[src/rtl/pipe_stage_buf_pkg.sv]
// Shared types and constants for the generic pipeline stage buffer.
package pipe_stage_buf_pkg;

    // Width of the optional performance counters.
    localparam int unsigned PSTAGE_CNT_W = 32;

    // Per-stage hazard-unit output.
    typedef struct packed {
        logic hold;
        logic flush;
    } pstage_ctrl_t;

endpackage

[src/rtl/pipe_stage_buf_sat_counter.sv]
// Saturating up-counter with synchronous clear; used for stage perf counters.
module pipe_sat_counter
    import pipe_stage_buf_pkg::*;
#(
    parameter int unsigned W = PSTAGE_CNT_W
) (
    input  logic         CLK,
    input  logic         nRST,
    input  logic         clr,
    input  logic         inc,
    output logic [W-1:0] value
);

    // Clear wins over increment; counting stops at all-ones.
    always_ff @(posedge CLK or negedge nRST) begin
        if (!nRST) begin
            value <= '0;
        end else if (clr) begin
            value <= '0;
        end else if (inc && (value != '1)) begin
            value <= value + W'(1);
        end
    end

endmodule

[src/rtl/pipe_stage_buf.sv]
// Elastic valid/ready pipeline stage buffer with hold and flush.
// Optional perf counters are built when PIPE_STAGE_PERF_EN is defined.
module pipe_stage_buf
    import pipe_stage_buf_pkg::*;
#(
    parameter int unsigned WIDTH = 32,
    parameter int unsigned DEPTH = 2
) (
    input  logic                         CLK,
    input  logic                         nRST,
    input  logic                         hold,
    input  logic                         flush,
    input  logic                         in_valid,
    output logic                         in_ready,
    input  logic [WIDTH-1:0]             in_data,
    output logic                         out_valid,
    input  logic                         out_ready,
    output logic [WIDTH-1:0]             out_data,
    output logic [$clog2(DEPTH+1)-1:0]   count
`ifdef PIPE_STAGE_PERF_EN
    ,
    input  logic                         perf_clr,
    output logic [PSTAGE_CNT_W-1:0]      stall_cyc,
    output logic [PSTAGE_CNT_W-1:0]      bubble_cyc
`endif
);

    localparam int unsigned CNT_W = $clog2(DEPTH + 1);
    localparam int unsigned PTR_W = (DEPTH > 1) ? $clog2(DEPTH) : 1;

    logic [WIDTH-1:0] mem [DEPTH];
    logic [PTR_W-1:0] rd_ptr;
    logic [PTR_W-1:0] wr_ptr;
    logic             push;
    logic             pop;
    pstage_ctrl_t     ctrl;

    // Pointers wrap at DEPTH-1, so DEPTH need not be a power of two.
    function automatic logic [PTR_W-1:0] ptr_inc(input logic [PTR_W-1:0] p);
        return (p == PTR_W'(DEPTH - 1)) ? '0 : p + PTR_W'(1);
    endfunction

    assign ctrl = '{hold: hold, flush: flush};

    // Handshakes; in_ready never looks at out_ready, and flush does not gate in_ready.
    always_comb begin
        in_ready  = !ctrl.hold && (count < CNT_W'(DEPTH));
        out_valid = !ctrl.hold && (count != '0);
        out_data  = (count != '0) ? mem[rd_ptr] : '0;
        push      = in_valid && in_ready && !ctrl.flush;
        pop       = out_valid && out_ready && !ctrl.flush;
    end

    // Occupancy and pointers; flush overrides everything else.
    always_ff @(posedge CLK or negedge nRST) begin
        if (!nRST) begin
            count  <= '0;
            rd_ptr <= '0;
            wr_ptr <= '0;
        end else if (ctrl.flush) begin
            count  <= '0;
            rd_ptr <= '0;
            wr_ptr <= '0;
        end else begin
            if (push) wr_ptr <= ptr_inc(wr_ptr);
            if (pop)  rd_ptr <= ptr_inc(rd_ptr);
            if (push && !pop)      count <= count + CNT_W'(1);
            else if (pop && !push) count <= count - CNT_W'(1);
        end
    end

    // Payload storage; not reset because empty output is masked to zero.
    always_ff @(posedge CLK) begin
        if (push) mem[wr_ptr] <= in_data;
    end

`ifdef PIPE_STAGE_PERF_EN
    pipe_sat_counter #(.W(PSTAGE_CNT_W)) u_stall_cnt (
        .CLK   (CLK),
        .nRST  (nRST),
        .clr   (perf_clr),
        .inc   (in_valid && !in_ready),
        .value (stall_cyc)
    );

    pipe_sat_counter #(.W(PSTAGE_CNT_W)) u_bubble_cnt (
        .CLK   (CLK),
        .nRST  (nRST),
        .clr   (perf_clr),
        .inc   (out_ready && !out_valid),
        .value (bubble_cyc)
    );
`else
    // Performance counters not built; datapath behaviour is unchanged.
`endif

endmodule

[config.mk]
export PLATFORM = sky130hd
export DESIGN_NAME = pipe_stage_buf
export DESIGN_NICKNAME = d
export VERILOG_FILES = /design/src/rtl/pipe_stage_buf_pkg.sv /design/src/rtl/pipe_stage_buf_sat_counter.sv /design/src/rtl/pipe_stage_buf.sv
export SDC_FILE = /design/constraint.sdc
export NUM_CORES = 1
export LEC_CHECK = 0
export ABC_AREA = 0
export CELL_PAD_IN_SITES_DETAIL_PLACEMENT = 1
export CELL_PAD_IN_SITES_GLOBAL_PLACEMENT = 2
export CORE_MARGIN = 3
export CORE_UTILIZATION = 32
export CTS_CLUSTER_DIAMETER = 80
export DETAILED_ROUTE_END_ITERATION = 10
export PLACE_DENSITY_LB_ADDON = 0.1
export REMOVE_ABC_BUFFERS = 1
export SYNTH_ARGS = -nofsm -noshare
export SYNTH_HDL_FRONTEND = slang
export SYNTH_SLANG_ARGS = --single-unit
export TNS_END_PERCENT = 20
[constraint.sdc]
create_clock -name CLK -period 6.3 [get_ports CLK]
set_input_delay 1.26 -clock CLK [delete_from_list [all_inputs] [get_ports CLK]]
set_output_delay 1.26 -clock CLK [all_outputs]
set_load 0.01 [all_outputs]
==> out/qor.yml <==
drive_gt1_frac: 0.09350
htree_num_levels: 3
numPortBuffers: 73
finalMaxSlewViolations: 0
status: "finished clean"
cts_tree: "built"
cp-start-kind: "input pin"
hold_class: "register to register"
numClockSinks: 68
skew_ns: 0.004618
slew_headroom: 0.3363
post_cts_resized: 0
place_congestion: 0.6849
start_util: 0.3350
netlist_top_cells_area: "edfxtp_1 73%, mux2i_1 12%, nor2_1 5.1%"
rsz0062_at_grt: "no"
synthCells: 161
root_buffer: "clkbuf_8"
yosys-top-cells-count: "64 x edfxtp_1, 36 x nor2_1, 32 x mux2i_1"
die_w_um: 96.88
vias_per_cell: 4.609
yosys.area.top_type: "edfxtp_1"
die_y_um: 96.88
grt_first_pass_wirelength_um: 9239
worst-path-max-fanout: 7
yosysMostFrequentCell: "edfxtp_1"
tightest_slew_ns: 0.9956
tns_ns: 0
drt-total-wl_um: 5722
vias: 1604
p_leak_nw: 1.192
place_inst: 332
place_ws_ns: 2.379
core_area_um2: 7888
final.period_utilization: 0.6197
ys.flop_type: "edfxtp_1"
wl_per_cell_um: 16.44
grt_util_met2: 0.2362
drc: 0
cts_buffers: 9
postCtsSetupBuffers: 0
syn-cell-area_um2: 2643
max-vdd-ir-drop_mv: 0.1460
setup_viol: 0
ys_types: 20
cap_violations: 0
p_per_area_nw_per_um2: 265.2
finalHoldViolCount: 0
clockBufferDepth: 2
ios: 74
grt_use_total: 0.1279
die-area_um2: 9385
yosysWarnings: 0
busiest_layer: "met2"
yosysSeqAreaShare: 0.7652
netlist.area_leader.share: 0.7273
critical_path_class: "input pin to output port"
syn2layout_area_growth_pct: 40.48
hold_buffers: 0
grt_overflow: 0
finalCriticalPeriod_ns: 3.904
drt_pass1_iterations: 4
grt_max_degree: 35
num_rows: 32
hold_ws_ns: 0.5914
drtIter0Drc: 46
n_antenna_cell: 0
end_kind: "output port"
synth-seq-cells: 68
avgSynthCellArea_um2: 16.41
synth_edf_count: 64
fin_nets: 279
antenna_found_initial: 0
ant_nets: 0
arrival_ns: 2.64
cts.clk_slew.worst_paths_ns: 0.07
use_met3: 0.03605
required_ns: 5.04
synthArstFlopShare: 0.05882
clk-insertion-delay-late_ns: 0.33
p_total_w: 0.0009844
use_met1: 0.1374
timing.fmax_mhz: 256.1
final.setup.worst_slack_ns: 2.396
finalNonFillerCells: 348
grt_pass1_vias: 1802
place_hpwl_um: 3723
[power by group]
part / switching [W] / internal, W
Clock: 0.000163 / 0.000221
Sequential: 0.00000728 / 0.000505
Combinational: 0.0000368 / 0.0000509
[per-stage QoR]
stage | utilization | instance area, µm²
final | 0.4707 | 3712
after global routing | 0.4707 | 3712
after CTS | 0.4707 | 3712
after detailed placement | 0.4434 | 3497
after global placement | 0.4434 | 3497
after floorplan | - | 2600
[cell type report]
cell class,instances,area (µm²)
clock buffers,9,123.9
clock inverters,7,91.34
fillers,782,4175
inverters,3,11.26
multi-input cells,83,581.8
flip-flops and latches,68,2023
well taps,102,127.6
repair buffers,76,753.2
[cell usage in the layout (no fill, tap or decap), drive strengths merged]
cell | synthesis | routed
a31oi | 1 | 1
mux2 | 1 | 1
or2b | 1 | 1
bufinv | 0 | 2
a311oi | 1 | 1
nor4b | 1 | 1
a21oi | 2 | 2
xnor2 | 2 | 2
a2111oi | 1 | 1
clkinvlp | 0 | 3
o21ai | 1 | 1
clkdlybuf4s50 | 0 | 73
mux2i | 32 | 32
or3 | 1 | 1
o21bai | 1 | 1
clkbuf | 0 | 9
nor3b | 1 | 1
inv | 3 | 3
nor2 | 36 | 36
edfxtp | 64 | 64
buf | 7 | 3
clkinv | 0 | 2
nor4 | 1 | 1
dfrtp | 4 | 4
[logic make-up (layout without fill, tap and decap cells)]
logic type | after synthesis | in the layout | share of synthesized area
xor+xnor | 2 | 2 | 0.006630
compound gates | 7 | 7 | 0.01752
mux | 33 | 33 | 0.1255
flops | 68 | 68 | 0.7652
buf+inv | 10 | 95 | 0.02036
simple gates | 41 | 41 | 0.06487
[metal layers]
metal  share of wire  routed length, µm  up-vias
met2            0.55               3130       48
met3           0.040                231        4
met4          0.0089                 51        0
met5               0                  0        -
li1                -                  -      754
met1            0.40               2310      798
[flip-flops by register name, summed over array words and instances (netlist names)]
register / flops
wr_ptr: 1
count: 2
rd_ptr: 1
mem: 64
[final timing paths]
kind | from | slack [ns] | to | cells past startpoint
worst min register to register | wr_ptr$_DFFE_PN0P_ | 0.59 | wr_ptr$_DFFE_PN0P_ | 2
worst max register to register | count[1]$_DFFE_PN0P_ | 4.41 | mem[1][13]$_DFFE_PP_ | 3
max in group asynchronous | nRST | 4.93 | rd_ptr$_DFFE_PN0P_ | 1
min in group asynchronous | nRST | 1.15 | wr_ptr$_DFFE_PN0P_ | 1
worst max-delay path | hold | 2.40 | out_valid | 4
worst min-delay path | wr_ptr$_DFFE_PN0P_ | 0.59 | wr_ptr$_DFFE_PN0P_ | 2
[worst max-delay path: stages]
cell,delay [ns]
clkdlybuf4s50_1,0.54
o21bai_1,0.25
inv_1,0.07
clkdlybuf4s50_1,0.53
(Power assumes the default switching activity.)
